==> src/rtl/mem_port_arbiter.sv <==
// Round-robin arbiter sharing one memory port between instruction fetch and load/store.
// Optional watchdog on the memory transaction enabled by MEM_ARB_TIMEOUT_EN.
module mem_port_arbiter #(
    parameter int unsigned ADDR_W         = 64,
    parameter int unsigned DATA_W         = 64,
    parameter int unsigned TIMEOUT_CYCLES = 255
) (
    input  logic              clk,
    input  logic              reset,
    input  logic              if_start,
    input  logic [ADDR_W-1:0] if_addr,
    output logic              if_done,
    input  logic              ls_start,
    input  logic [ADDR_W-1:0] ls_addr,
    input  logic [1:0]        ls_size,
    input  logic              ls_op,
    input  logic [DATA_W-1:0] ls_wdata,
    output logic              ls_done,
    output logic [DATA_W-1:0] rdata,
    output logic              mem_start,
    output logic [ADDR_W-1:0] mem_addr,
    output logic [1:0]        mem_size,
    output logic              mem_op,
    output logic [DATA_W-1:0] mem_wdata,
    input  logic              mem_done,
    input  logic [DATA_W-1:0] mem_rdata,
    output logic [1:0]        grant,
    output logic              err
);

    typedef enum logic [1:0] {
        S_IDLE    = 2'd0,
        S_ISSUE   = 2'd1,
        S_DONE    = 2'd2,
        S_RELEASE = 2'd3
    } state_t;

    localparam logic [1:0] SIZE_WORD = 2'b10;

    state_t             r_state;
    state_t             w_next;
    logic               w_grant_if;
    logic               w_grant_ls;
    logic               w_timeout;
    logic               r_last_ls;
    logic               r_if_done;
    logic               r_ls_done;
    logic               r_err;
    logic [DATA_W-1:0]  r_rdata;
    logic               r_mem_start;
    logic [ADDR_W-1:0]  r_mem_addr;
    logic [1:0]         r_mem_size;
    logic               r_mem_op;
    logic [DATA_W-1:0]  r_mem_wdata;
    logic [1:0]         r_grant;

`ifdef MEM_ARB_TIMEOUT_EN
    localparam int unsigned CNT_W = ($clog2(TIMEOUT_CYCLES + 1) > 8) ? $clog2(TIMEOUT_CYCLES + 1) : 8;

    logic [CNT_W-1:0] r_cnt;

    // Counts ISSUE cycles; held at zero elsewhere so every ISSUE starts from zero.
    always_ff @(posedge clk) begin
        if (reset || (r_state != S_ISSUE)) begin
            r_cnt <= '0;
        end else begin
            r_cnt <= r_cnt + CNT_W'(1);
        end
    end

    assign w_timeout = (r_state == S_ISSUE) && (r_cnt == CNT_W'(TIMEOUT_CYCLES - 1));
`else
    logic w_unused_timeout;
    assign w_unused_timeout = ^32'(TIMEOUT_CYCLES);
    assign w_timeout        = 1'b0;
`endif

    // Round-robin pick: on a tie the requester that did not win last time goes first.
    always_comb begin
        w_grant_if = 1'b0;
        w_grant_ls = 1'b0;
        if (r_state == S_IDLE) begin
            if (if_start && ls_start) begin
                w_grant_if = r_last_ls;
                w_grant_ls = ~r_last_ls;
            end else begin
                w_grant_if = if_start;
                w_grant_ls = ls_start;
            end
        end
    end

    always_ff @(posedge clk) begin
        if (reset) begin
            r_state <= S_IDLE;
        end else begin
            r_state <= w_next;
        end
    end

    always_comb begin
        w_next = r_state;
        case (r_state)
            S_IDLE:    if (w_grant_if || w_grant_ls) w_next = S_ISSUE;
            S_ISSUE:   if (mem_done || w_timeout)    w_next = S_DONE;
            S_DONE:    w_next = S_RELEASE;
            S_RELEASE: w_next = S_IDLE;
            default:   w_next = S_IDLE;
        endcase
    end

    // Registered port outputs; done/err are single-cycle pulses.
    always_ff @(posedge clk) begin
        if (reset) begin
            r_last_ls   <= 1'b1;
            r_if_done   <= 1'b0;
            r_ls_done   <= 1'b0;
            r_err       <= 1'b0;
            r_rdata     <= '0;
            r_mem_start <= 1'b0;
            r_mem_addr  <= '0;
            r_mem_size  <= SIZE_WORD;
            r_mem_op    <= 1'b0;
            r_mem_wdata <= '0;
            r_grant     <= 2'b00;
        end else begin
            r_if_done <= 1'b0;
            r_ls_done <= 1'b0;
            r_err     <= 1'b0;
            case (r_state)
                S_IDLE: begin
                    if (w_grant_if) begin
                        r_mem_start <= 1'b1;
                        r_mem_addr  <= if_addr;
                        r_mem_size  <= SIZE_WORD;
                        r_mem_op    <= 1'b0;
                        r_mem_wdata <= '0;
                        r_grant     <= 2'b01;
                        r_last_ls   <= 1'b0;
                    end else if (w_grant_ls) begin
                        r_mem_start <= 1'b1;
                        r_mem_addr  <= ls_addr;
                        r_mem_size  <= ls_size;
                        r_mem_op    <= ls_op;
                        r_mem_wdata <= ls_wdata;
                        r_grant     <= 2'b10;
                        r_last_ls   <= 1'b1;
                    end
                end
                S_ISSUE: begin
                    if (mem_done) begin
                        r_mem_start <= 1'b0;
                        r_rdata     <= mem_rdata;
                        r_if_done   <= r_grant[0];
                        r_ls_done   <= r_grant[1];
                    end else if (w_timeout) begin
                        r_mem_start <= 1'b0;
                        r_rdata     <= '0;
                        r_if_done   <= r_grant[0];
                        r_ls_done   <= r_grant[1];
                        r_err       <= 1'b1;
                    end
                end
                S_DONE: begin
                    r_grant <= 2'b00;
                end
                default: begin
                end
            endcase
        end
    end

    assign if_done   = r_if_done;
    assign ls_done   = r_ls_done;
    assign err       = r_err;
    assign rdata     = r_rdata;
    assign mem_start = r_mem_start;
    assign mem_addr  = r_mem_addr;
    assign mem_size  = r_mem_size;
    assign mem_op    = r_mem_op;
    assign mem_wdata = r_mem_wdata;
    assign grant     = r_grant;

endmodule

==> config.mk <==
export PLATFORM = sky130hd
export DESIGN_NAME = mem_port_arbiter
export DESIGN_NICKNAME = d
export VERILOG_FILES = /design/src/rtl/mem_port_arbiter.sv
export SDC_FILE = /design/constraint.sdc
export NUM_CORES = 1
export LEC_CHECK = 0
export CAP_MARGIN = 5
export CORE_AREA = 2 2 182 184
export CTS_CLUSTER_DIAMETER = 40
export DETAILED_ROUTE_END_ITERATION = 10
export DIE_AREA = 0 0 184 186
export GPL_TIMING_DRIVEN = 0
export PLACE_DENSITY = 0.66
export SLEW_MARGIN = 20
export SYNTH_ARGS = -nofsm -noshare
export SYNTH_HDL_FRONTEND = slang
export SYNTH_SLANG_ARGS = --single-unit
==> constraint.sdc <==
create_clock -name clk -period 2.4 [get_ports clk]
set_input_delay 0.72 -clock clk [delete_from_list [all_inputs] [get_ports clk]]
set_output_delay 0.72 -clock clk [all_outputs]
set_load 0.02 [all_outputs]
### After elaboration in Yosys (flattened, before gate mapping)

Cells that the tools add are included.

* equality and inequality tests: 6
* mux-type cells: 23
* bitwise gates (word level): 3
* reductions and logical operators: 12

Operators by type and width (number)
* $mux W64: 4
* $mux W2: 6
* $mux W1: 10
* $pmux W2 S4: 1
* $reduce_and A2 Y1: 4
* $reduce_bool A2 Y1: 3
* $eq A2 B2 Y1 const B: 2
* $pmux W2 S2: 1
* $ne A3 B3 Y1 const B: 1
* $not A1 Y1: 3
* $reduce_and A3 Y1: 1
* $reduce_or A3 Y1: 1
* $eq A2 B1 Y1 const B: 1
* $logic_not A2 Y1: 1
* $ne A2 B1 Y1 const B: 1
* $ne A2 B2 Y1 const B: 1
* $pmux W1 S2: 1
* $logic_and A1 B1 Y1: 1
* $logic_or A1 B1 Y1: 1

* register bits after elaboration: 203
* input port bits: 264

### Logic depth before layout (Yosys ltp)

* word-level depth: 6
* depth in mapped cells: 8

### Worst setup path before layout

No wires, ideal clock.

* kind: in2reg
* start: input if_start
* end: register r_mem_addr[25] (netlist: mem_addr[25])
* setup time: 136 ps
* arrival: 1611 ps
* data required time: 2264 ps
* setup slack: 653 ps
* stages on the path: 5
* path buffers: 3
* path through: buf_2 -> buf_6 -> clkbuf_1 -> a2111oi_0 -> a211oi_1

* word-level cells in the longest chain between the ends: 5

RTL lines
* from (decl): line 10 `input logic if_start,`
* $logic_and A1 B1 Y1: line 83 `if (if_start && ls_start) begin`
* $mux W1: line 83
* $mux W1: line 82 `if (r_state == S_IDLE) begin`
* $reduce_bool A2 Y1 (no source line)
* $reduce_and A2 Y1 (no source line)
* to (signal assigned): line 134 `r_mem_addr <= if_addr;`
* to (signal assigned): line 142 `r_mem_addr <= ls_addr;`
* to (decl): line 51 `logic [ADDR_W-1:0] r_mem_addr;`

Several ways; a longest one is shown, not always the timed one.
A chain may end at the register's enable or synchronous reset.

### Worst setup path in the final report

* start: register r_mem_addr[3] (netlist: mem_addr[3])
* end: output mem_addr[3]

RTL lines
* to (decl): line 21 `output logic [ADDR_W-1:0] mem_addr,`

No word-level cell between the ends.

==> flow_summary.ini <==
[finish]
final_cells = 1858
finalNetCount = 1693
syn_to_final_growth_pct = 79.20
antennaDiodeCount = 0
drive_above_1_share_pct = 7.517

[clocking]
cts_tree = done
post-cts-setup-buffer-count = 0
numCtsBuffers = 36
clockBufferDepth = 3
cts_sinks = 203
cts_root_buf = clkbuf_16
clock_latency_ps = 490
cts_max_level = 2
path_clk_slew_ps = 50

[yosys]
synth_nets = 1195
synth_cell_types = 33
avgSynthCellArea_um2 = 8.654
syn-instance-count = 927
netlist_area_um2 = 8023
async_flop_share_pct = 0
ys.flop_type = dfxtp_1
synth-seq-cells = 203
ys_warn_count = 0
synth_edf_count = 0
yosysSeqAreaShare_pct = 50.66

[sta]
final_max_slew_viol_count = 0
relSlewSlack_pct = 54.18
finClkSkew_ps = 13.81
hold_ws_ps = 450.1
min_period_over_period_pct = 94.25
fin_tns_setup_ps = 0
setup_viol = 0
worst_pin_slew_ps = 687.4
max_freq_mhz = 442.1
hold_viol = 0
rsz0062_at_grt = no
min_period_ps = 2262

[critical_path]
critPathTopFamily = buffers and inverters
critPathMaxStageDelay_ps = 670
critical_path.cell_chain = clkdlybuf4s50_1
critPathKind = flop to output pin
crit_path_end_kind = output pin
worstPathArrival_ps = 1540
cp.required_ps = 1680
cp.buffers_inverters = 1
cp_max_fo = 2
critical-path-slowest-cell = clkdlybuf4s50_1
cp-start-kind = flop

[grt]
antenna_found_initial = 1
grt_pass1_vias = 9257
grt-ovfl-total = 0
grt_pass1_wl_um = 51960
grt_usage_pct = 19.46
grt_max_degree = 20

[die]
dieArea_um2 = 34220
fp.coreArea_um2 = 32210
start_util_pct = 24.91
ios = 465
die_y_um = 186
placementRows = 66
die_w_um = 184

[placed_design]
gp_congestion = 0.8608
portBuffers = 462
dp_cells = 1797
place_hpwl_um = 26120

[power_and_ir_drop]
power_mw = 15.38
leakagePower_nw = 5.281
ir_drop_uv = 531.5
p_per_area_nw_per_um2 = 1070

[route]
final_antenna_net_count = 0
drc = 0
first_pass_iters = 5
drtIter0Drc = 550
vias = 9121
routed_wl_um = 34650
routedWlPerCell_um = 18.65
vias_per_cell = 4.909

[run_status]
run_status = finished, final reports clean

[worst_hold_path]
hold_class = flop to flop

[job]
cap_viol_max_count = 0
synth_stat cells, types with 4 or more instances:
cell type,instances,area (um2)
a2111oi_0,64,560.5
a211oi_1,63,473.0
a21oi_1,67,335.3
a32oi_1,66,578.1
buf_2,38,190.2
buf_4,5,37.54
clkbuf_1,56,210.2
dfxtp_1,203,4064
ha_1,4,50.05
inv_1,69,259.0
nand2_1,131,491.7
nor2_1,71,266.5
o21ai_0,63,315.3
o21ai_1,5,25.02
per-stage QoR:
step                utilization, %  setup slack [ps]  instance area [um2]
global placement             40.85            -516.5                13160
detailed placement           40.85            -550.6                13160
floorplan                        -             653.4                 8023
finish                       44.64             138.0                14380
CTS                          44.64             96.46                14380
global route                 44.64             17.38                14380
final timing paths:
check | start | to | slack (ps) | cells after the start
setup / recovery | mem_addr[3]$_SDFFE_PP0P_ | mem_addr[3] | 140 | 1
hold / removal | rdata[34]$_SDFFE_PP0P_ | rdata[34]$_SDFFE_PP0P_ | 450 | 2
setup reg to reg | r_state[1]$_SDFFE_PP0P_ | mem_addr[37]$_SDFFE_PP0P_ | 230 | 7
hold reg to reg | rdata[34]$_SDFFE_PP0P_ | rdata[34]$_SDFFE_PP0P_ | 450 | 2
cell families after synthesis:
logic type | after synthesis | synth area share, %
flops | 203 | 50.66
compound gates | 336 | 29.49
fa+ha+maj | 4 | 0.6239
other cells | 1 | 0.04674
simple gates | 211 | 10.22
buf+inv | 172 | 8.968
where the power goes:
| group | total (mW) | leakage [nW] | switching [mW] | internal (mW) |
|---|---|---|---|---|
| Clock | 5.10 | 0.599 | 1.76 | 3.34 |
| Combinational | 5.78 | 3.02 | 3.40 | 2.38 |
| Sequential | 4.50 | 1.66 | 0.403 | 4.10 |
metal layers:
layer  share of wire (%)  wire length (um)  global-route usage, %  vias to the layer above
met5               0.038                13                      0                        -
met4                 4.0              1399                  8.512                        2
met3                 7.2              2487                  5.322                       87
met2                  47             16120                  31.91                      389
met1                  42             14640                  23.94                     4297
li1                    -                 -                      -                     4346
flip-flops by register name, indices dropped and copies added, names as in the netlist:
name	cells
mem_start	1
r_state	2
grant	2
if_done	1
mem_op	1
rdata	64
ls_done	1
mem_addr	64
r_last_ls	1
mem_size	2
mem_wdata	64
layout make-up:
class                           instances  area (um2)
Clock buffer                           46        1020
Buffer                                 99       445.4
Tap cell                              408       510.5
Timing Repair Buffer                  462        4624
Clock inverter                         17       203.9
Fill cell                            3104       17830
Sequential cell                       203        4064
Multi-Input combinational cell        552        3242
Inverter                               71       266.5
placed cells by master, fill, tap and decap left out, types with 2 or more instances in the layout:
cell type	count
clkbuf_1	57
nand2_1	131
inv_1	69
ha_1	4
a2111oi_0	62
nor2_1	71
and2_1	2
clkinv_4	10
clkdlybuf4s50_1	462
clkbuf_8	6
inv_2	2
clkinv_2	2
o21ai_1	5
clkbuf_16	37
a21oi_1	67
buf_4	5
buf_2	38
a211oi_1	63
a32oi_1	66
bufinv_16	3
and3_1	2
a2111oi_1	3
o21ai_0	63
dfxtp_1	203
what timing repair did:
action | CTS | global route
hold buffers | 0 | 0
gates resized for setup | 0 | 2
hold endpoints to repair | 0 | 0
endpoints found under the setup margin | 50 | 9
Note: power is estimated with default switching activity, not from simulation.
